**src/rtl/semi_auto_executor_if.sv**
```systemverilog
// Trigger/status bundle between the auto-mode initiator and the semi-auto executor.
// The initiator drives enable, triggers and detector flags; the executor drives motion and state.
interface semi_auto_executor_if;
    logic       enable;
    logic       move_forward;
    logic       move_left;
    logic       move_right;
    logic       move_backward;
    logic [3:0] detector;
    logic       out_move_forward;
    logic       turn_left;
    logic       turn_right;
    logic [2:0] out_state;
    logic       timeout_flag;

    modport master (
        output enable, move_forward, move_left, move_right, move_backward, detector,
        input  out_move_forward, turn_left, turn_right, out_state, timeout_flag
    );

    modport slave (
        input  enable, move_forward, move_left, move_right, move_backward, detector,
        output out_move_forward, turn_left, turn_right, out_state, timeout_flag
    );
endinterface

```
**src/rtl/semi_auto_executor.sv**
```systemverilog
// Semi-auto manoeuvre executor: optional timed turn, blind junction exit, then forward until a junction.
// Optional MOVING watchdog enabled by defining SEMI_MOVE_TIMEOUT_EN.
module semi_auto_executor #(
    parameter int unsigned TURN_TIME    = 450,
    parameter int unsigned LEAVE_TIME   = 250,
    parameter int unsigned MOVE_TIMEOUT = 5000
) (
    input  logic                     clk,
    input  logic                     rst_n,
    semi_auto_executor_if.slave      bus
);

    typedef enum logic [2:0] {
        DISABLED = 3'b000,
        WAITING  = 3'b001,
        TURN_L   = 3'b010,
        TURN_R   = 3'b011,
        TURN_B   = 3'b100,
        MOVING   = 3'b101,
        LEAVING  = 3'b110
    } state_t;

    if (TURN_TIME == 0 || LEAVE_TIME == 0 || MOVE_TIMEOUT == 0) begin : g_param_check
        $error("semi_auto_executor: TURN_TIME, LEAVE_TIME and MOVE_TIMEOUT must be non-zero");
    end

    localparam logic [31:0] TURN_LIMIT  = 32'(TURN_TIME - 1);
    localparam logic [31:0] UTURN_LIMIT = 32'(2 * TURN_TIME - 1);
    localparam logic [31:0] LEAVE_LIMIT = 32'(LEAVE_TIME - 1);

    state_t      state_reg, state_next;
    logic [31:0] count_reg, count_next;
    logic        path_open;

    // The rear sensor plays no part in any decision.
    logic unused_back;
    assign unused_back = bus.detector[2];

    // Corridor continues only while the front is clear and both sides are walled.
    assign path_open = !bus.detector[3] && bus.detector[1] && bus.detector[0];

`ifdef SEMI_MOVE_TIMEOUT_EN
    localparam logic [31:0] MOVE_LIMIT = 32'(MOVE_TIMEOUT - 1);
    logic timeout_reg, timeout_next;
`endif

    always_comb begin
        state_next = state_reg;
`ifdef SEMI_MOVE_TIMEOUT_EN
        timeout_next = 1'b0;
`endif
        if (!bus.enable) begin
            state_next = DISABLED;
        end else begin
            case (state_reg)
                DISABLED: state_next = WAITING;
                WAITING: begin
                    if (bus.move_forward)       state_next = LEAVING;
                    else if (bus.move_left)     state_next = TURN_L;
                    else if (bus.move_right)    state_next = TURN_R;
                    else if (bus.move_backward) state_next = TURN_B;
                end
                TURN_L, TURN_R: begin
                    if (count_reg == TURN_LIMIT) state_next = LEAVING;
                end
                TURN_B: begin
                    if (count_reg == UTURN_LIMIT) state_next = LEAVING;
                end
                LEAVING: begin
                    if (count_reg == LEAVE_LIMIT) state_next = MOVING;
                end
                MOVING: begin
`ifdef SEMI_MOVE_TIMEOUT_EN
                    if (count_reg == MOVE_LIMIT) begin
                        state_next   = WAITING;
                        timeout_next = 1'b1;
                    end
`endif
                    if (!path_open) state_next = WAITING;
                end
                default: state_next = DISABLED;
            endcase
        end
    end

    // Counter measures time spent in the current state; held at zero while disabled.
    always_comb begin
        count_next = count_reg + 32'd1;
        if (!bus.enable || (state_next != state_reg)) count_next = 32'd0;
    end

    always_ff @(posedge clk) begin
        if (!rst_n) begin
            state_reg <= DISABLED;
            count_reg <= 32'd0;
        end else begin
            state_reg <= state_next;
            count_reg <= count_next;
        end
    end

`ifdef SEMI_MOVE_TIMEOUT_EN
    always_ff @(posedge clk) begin
        if (!rst_n) timeout_reg <= 1'b0;
        else        timeout_reg <= timeout_next;
    end
    assign bus.timeout_flag = timeout_reg;
`else
    assign bus.timeout_flag = 1'b0;
`endif

    assign bus.out_state        = state_reg;
    assign bus.turn_left        = (state_reg == TURN_L);
    assign bus.turn_right       = (state_reg == TURN_R) || (state_reg == TURN_B);
    assign bus.out_move_forward = (state_reg == LEAVING) || (state_reg == MOVING);

endmodule
```
**src/flat_wrapper.sv**
```systemverilog
// flat-port wrapper written by rule: the top's interface ports become plain ports
module semi_auto_executor_flat 
#(
    parameter int unsigned TURN_TIME    = 450,
    parameter int unsigned LEAVE_TIME   = 250,
    parameter int unsigned MOVE_TIMEOUT = 5000
)
  (clk, rst_n, bus_enable, bus_move_forward, bus_move_left, bus_move_right, bus_move_backward, bus_detector, bus_out_move_forward, bus_turn_left, bus_turn_right, bus_out_state, bus_timeout_flag);
  semi_auto_executor_if bus_i ();
  input  logic clk;
  input  logic rst_n;
  input wire logic [$bits(bus_i.enable)-1:0] bus_enable;
  input wire logic [$bits(bus_i.move_forward)-1:0] bus_move_forward;
  input wire logic [$bits(bus_i.move_left)-1:0] bus_move_left;
  input wire logic [$bits(bus_i.move_right)-1:0] bus_move_right;
  input wire logic [$bits(bus_i.move_backward)-1:0] bus_move_backward;
  input wire logic [$bits(bus_i.detector)-1:0] bus_detector;
  output wire logic [$bits(bus_i.out_move_forward)-1:0] bus_out_move_forward;
  output wire logic [$bits(bus_i.turn_left)-1:0] bus_turn_left;
  output wire logic [$bits(bus_i.turn_right)-1:0] bus_turn_right;
  output wire logic [$bits(bus_i.out_state)-1:0] bus_out_state;
  output wire logic [$bits(bus_i.timeout_flag)-1:0] bus_timeout_flag;
  assign bus_i.enable = bus_enable;
  assign bus_i.move_forward = bus_move_forward;
  assign bus_i.move_left = bus_move_left;
  assign bus_i.move_right = bus_move_right;
  assign bus_i.move_backward = bus_move_backward;
  assign bus_i.detector = bus_detector;
  assign bus_out_move_forward = bus_i.out_move_forward;
  assign bus_turn_left = bus_i.turn_left;
  assign bus_turn_right = bus_i.turn_right;
  assign bus_out_state = bus_i.out_state;
  assign bus_timeout_flag = bus_i.timeout_flag;
  semi_auto_executor #(.TURN_TIME(TURN_TIME), .LEAVE_TIME(LEAVE_TIME), .MOVE_TIMEOUT(MOVE_TIMEOUT)) u_core (.clk(clk), .rst_n(rst_n), .bus(bus_i));
endmodule
```
**config.mk**
```make
export PLATFORM = sky130hd
export DESIGN_NAME = semi_auto_executor_flat
export DESIGN_NICKNAME = d
export VERILOG_FILES = /design/src/rtl/semi_auto_executor_if.sv /design/src/rtl/semi_auto_executor.sv /design/src/flat_wrapper.sv
export SDC_FILE = /design/constraint.sdc
export NUM_CORES = 1
export LEC_CHECK = 0
export BUFFER_PORTS_ARGS = -buffer_cell sky130_fd_sc_hd__buf_2
export CORE_AREA = 10 10 65 94
export DETAILED_ROUTE_END_ITERATION = 16
export DIE_AREA = 0 0 75 104
export GPL_TIMING_DRIVEN = 0
export PLACE_DENSITY = 0.6
export SYNTH_ARGS = -nofsm -noshare
export SYNTH_HDL_FRONTEND = slang
export SYNTH_SLANG_ARGS = --single-unit
```
**constraint.sdc**
```tcl
create_clock -name clk -period 2.4 [get_ports clk]
set_input_delay 0.48 -clock clk [delete_from_list [all_inputs] [get_ports clk]]
set_output_delay 0.48 -clock clk [all_outputs]
set_load 0.005 [all_outputs]
```
==> results_dict.tcl <==
set metrics [dict create \
    status "finished clean" \
    clk_latency_ps 290 \
    whs_endpoint "u_core.bus.out_state[0]$_SDFF_PN0_" \
    setup-tns-final_ps 0 \
    maxSlewHeadroom_pct 43.11 \
    final_nets 265 \
    fin_skew_ps 13.27 \
    cp_max_fo 10 \
    p_sw_share_pct 23.15 \
    hp-class "in -> reg" \
    cp_slowest_cell "nor4_1" \
    grt_overflow 0 \
    slew_viol_final 0 \
    yosysWarnings 0 \
    nFillCells 457 \
    antenna_left 0 \
    ys_types 41 \
    regToRegEndpoint "u_core.count_reg[30]$_SDFF_PP0_" \
    period_minus_slack_ps 2197 \
    tightest_slew_ps 846.8 \
    numCtsBuffers 5 \
    drive_gt1_share_pct 15.42 \
    io_pins 18 \
    clk_pin_slew_ps 80 \
    crit_chain "nor4_1, nand4_1, or2_1, o211ai_2, buf_2, nor3_1" \
    via_count 1706 \
    crit_buf_inv 1 \
    yosysSeqAreaShare_pct 36.36 \
    die_h_um 104 \
    largest_reg_flops 32 \
    synth-seq-cells 35 \
    worst_path_largest_cell_delay_ps 470 \
    hp-start "rst_n" \
    grt_usage_pct 12.05 \
    chipWidth_um 75 \
    reg2reg_slack_ps 200 \
    worst_setup_path_end_kind "register" \
    hold_violations 0 \
    met2_usage_pct 19.06 \
    cp_top_family "simple AND/OR/NAND/NOR gates" \
    crit_type "reg -> reg" \
    cts_resized 0 \
    leakagePower_nw 0.7389 \
    initial_core_util_pct 43.14 \
    power_density_nw_per_um2 554.7 \
    grt_pass1_wl_mm 7.631 \
    startpoint_type "register" \
    combPwrFrac_pct 7.0 \
    regArea_um2 700.7 \
    seq_power_share_pct 48.6 \
    syn2layout_area_growth_pct 12.86 \
    gp_congestion 0.8047 \
    grt_use_met1_pct 14.27 \
    clockBufferDepth 2 \
    syn_avg_cell_area_um2 8.378 \
    drt-total-wl_mm 4.499 \
    cts.sinks 35 \
    drc 0 \
    cts_tree "built" \
    routedWlPerCell_um 14.95 \
    maxCapViolCount 0 \
    root_buffer "clkbuf_8" \
    syn_nets 243 \
    hold_path_depth 2 \
    drtIter0Drc 98 \
    fmax_mhz 455.1 \
    vdd_drop_max_mv 0.2988 \
    fp-row-count 30 \
    synthesis.instances 230 \
    multi_input_area_um2 1114 \
    core_um2 4467 \
    rsz0062_at_grt "false" \
    r2r-start "u_core.count_reg[15]$_SDFF_PP0_" \
    postCtsSetupRepairBufs 0 \
    diodes 0 \
    reg2regPathDepth 6 \
    synth.cell_area_um2 1927 \
    internal_power_mw 0.9269 \
    dieArea_um2 7800 \
    htreeDepth 2 \
    dpl.hpwl_mm 3.350 \
    drtPass1Iterations 4 \
    cp.required_ps 2570 \
    power_mw 1.206 \
    finalSetupViolations 0 \
    port-buffer-count 15 \
    clockPowerShare_pct 44.3 \
    cts_hold_buf 0 \
    finalCritPeriodShare_pct 91.56 \
    grt_max_degree 13 \
    power_switching_mw 0.2792 \
    antenna_found_initial 0 \
    worstPathArrival_ps 2370 \
    met3_usage_pct 3.152 \
    grt_pass1_vias 1632 \
    gr-max-usage-layer "met2" \
    viasPerCell 5.668 \
]
[cell usage after synthesis]
| cell | number | area, µm² |
|---|---|---|
| nor4_1 | 8 | 50.05 |
| o21bai_1 | 1 | 7.510 |
| nor2_1 | 10 | 37.54 |
| buf_2 | 6 | 30.03 |
| o22ai_1 | 1 | 6.260 |
| a21oi_1 | 2 | 10.01 |
| o311a_1 | 1 | 10.01 |
| a41oi_1 | 1 | 8.760 |
| or3_4 | 1 | 11.26 |
| nand2_1 | 16 | 60.06 |
| nand4b_1 | 2 | 17.52 |
| buf_4 | 2 | 15.01 |
| nor2b_1 | 1 | 6.260 |
| o31ai_1 | 1 | 7.510 |
| a31o_2 | 1 | 8.760 |
| clkbuf_1 | 3 | 11.26 |
| nor3_1 | 40 | 200.2 |
| or2_1 | 1 | 6.260 |
| nand3_1 | 13 | 65.06 |
| nand4_1 | 14 | 87.58 |
| buf_6 | 3 | 33.78 |
| inv_1 | 6 | 22.52 |
| and4_1 | 4 | 35.03 |
| ha_1 | 2 | 25.02 |
| a21boi_0 | 1 | 7.510 |
| nor4b_1 | 2 | 17.52 |
| and3b_1 | 1 | 8.760 |
| o21ai_0 | 1 | 5.000 |
| xor2_1 | 20 | 175.2 |
| nor4b_2 | 1 | 15.01 |
| conb_1 | 1 | 3.750 |
| a31oi_1 | 4 | 25.02 |
| and3_1 | 5 | 31.28 |
| dfxtp_1 | 35 | 700.7 |
| and2_1 | 1 | 6.260 |
| or3_1 | 1 | 6.260 |
| o211ai_2 | 1 | 12.51 |
| xnor2_1 | 11 | 96.34 |
| nand3b_1 | 1 | 7.510 |
| a21oi_4 | 1 | 16.27 |
| nand2b_1 | 3 | 18.77 |
[cells by family after synthesis]
family                   Yosys count  synth area share, %
other                              1               0.1946
XOR/XNOR                          31                14.09
adder cells (fa/ha/maj)            2                1.298
buffers and inverters             20                5.844
flip-flops                        35                36.36
AO/OA/AOI/OAI                     16                6.494
AND/OR/NAND/NOR                  125                35.72
[per-stage QoR]
stage	utilization, %	setup WS [ps]	instance area (µm²)	std cells	hold WS [ps]
2_1_floorplan	-	647.3	1927	230	457.8
3_3_place_gp	46.16	161.5	2062	293	477.5
3_5_place_dp	46.16	187.7	2062	293	491.1
4_1_cts	48.68	169.5	2175	301	433.1
5_1_grt	48.68	35.01	2175	301	440.4
6_report	48.68	202.6	2175	301	436.5
[power by group through the flow]
stage               Sequential, mW  Combinational (mW)  Clock [mW]
CTS                          0.587              0.0857       0.546
finish                       0.587              0.0849       0.535
detailed placement           0.600              0.0855           0
global placement             0.600              0.0856           0
floorplan                    0.600              0.0580           0
global route                 0.587              0.0949       0.576
[area by class of cell]
type / count / share of cell area (%)
clock buffers: 5 / 3.165
clock inverters: 3 / 2.014
inverters: 6 / 1.036
multi-input cells: 175 / 51.21
repair buffers: 15 / 3.452
plain buffers: 14 / 4.143
well taps: 48 / 2.762
flip-flops and latches: 35 / 32.22
[how the worst max path moves through the flow]
stage / from / to / cells after the start
floorplan: u_core.count_reg[0]$_SDFF_PP0_ / u_core.count_reg[10]$_SDFF_PP0_ / 7
global placement: u_core.count_reg[15]$_SDFF_PP0_ / u_core.count_reg[22]$_SDFF_PP0_ / 6
detailed placement: u_core.count_reg[15]$_SDFF_PP0_ / u_core.count_reg[17]$_SDFF_PP0_ / 6
CTS: u_core.count_reg[15]$_SDFF_PP0_ / u_core.count_reg[31]$_SDFF_PP0_ / 6
global route: u_core.count_reg[15]$_SDFF_PP0_ / u_core.count_reg[26]$_SDFF_PP0_ / 6
finish: u_core.count_reg[15]$_SDFF_PP0_ / u_core.count_reg[30]$_SDFF_PP0_ / 6
[cells in the final DEF, fill, tap and decap left out, types with 2 or more instances in the layout]
cell,Yosys,final
nand2_1,16,16
xor2_1,20,20
buf_2,6,21
ha_1,2,2
buf_4,2,2
nand4_1,14,14
nor2_1,10,10
clkbuf_8,0,5
and3_1,5,5
and4_1,4,4
clkbuf_1,3,3
inv_1,6,6
a21oi_1,2,2
nor3_1,40,40
buf_6,3,3
dfxtp_1,35,35
nand3_1,13,13
xnor2_1,11,11
nor4_1,8,8
nor4b_1,2,2
a31oi_1,4,4
nand2b_1,3,3
nand4b_1,2,2
[layer usage]
layer  vias to the layer above  part of all wire (%)
li1                        875                     -
met1                       778                    44
met2                        44                    48
met3                         9                   5.2
met4                         0                   2.6
met5                         -                     0
Note: power is estimated with default switching activity, not from simulation.
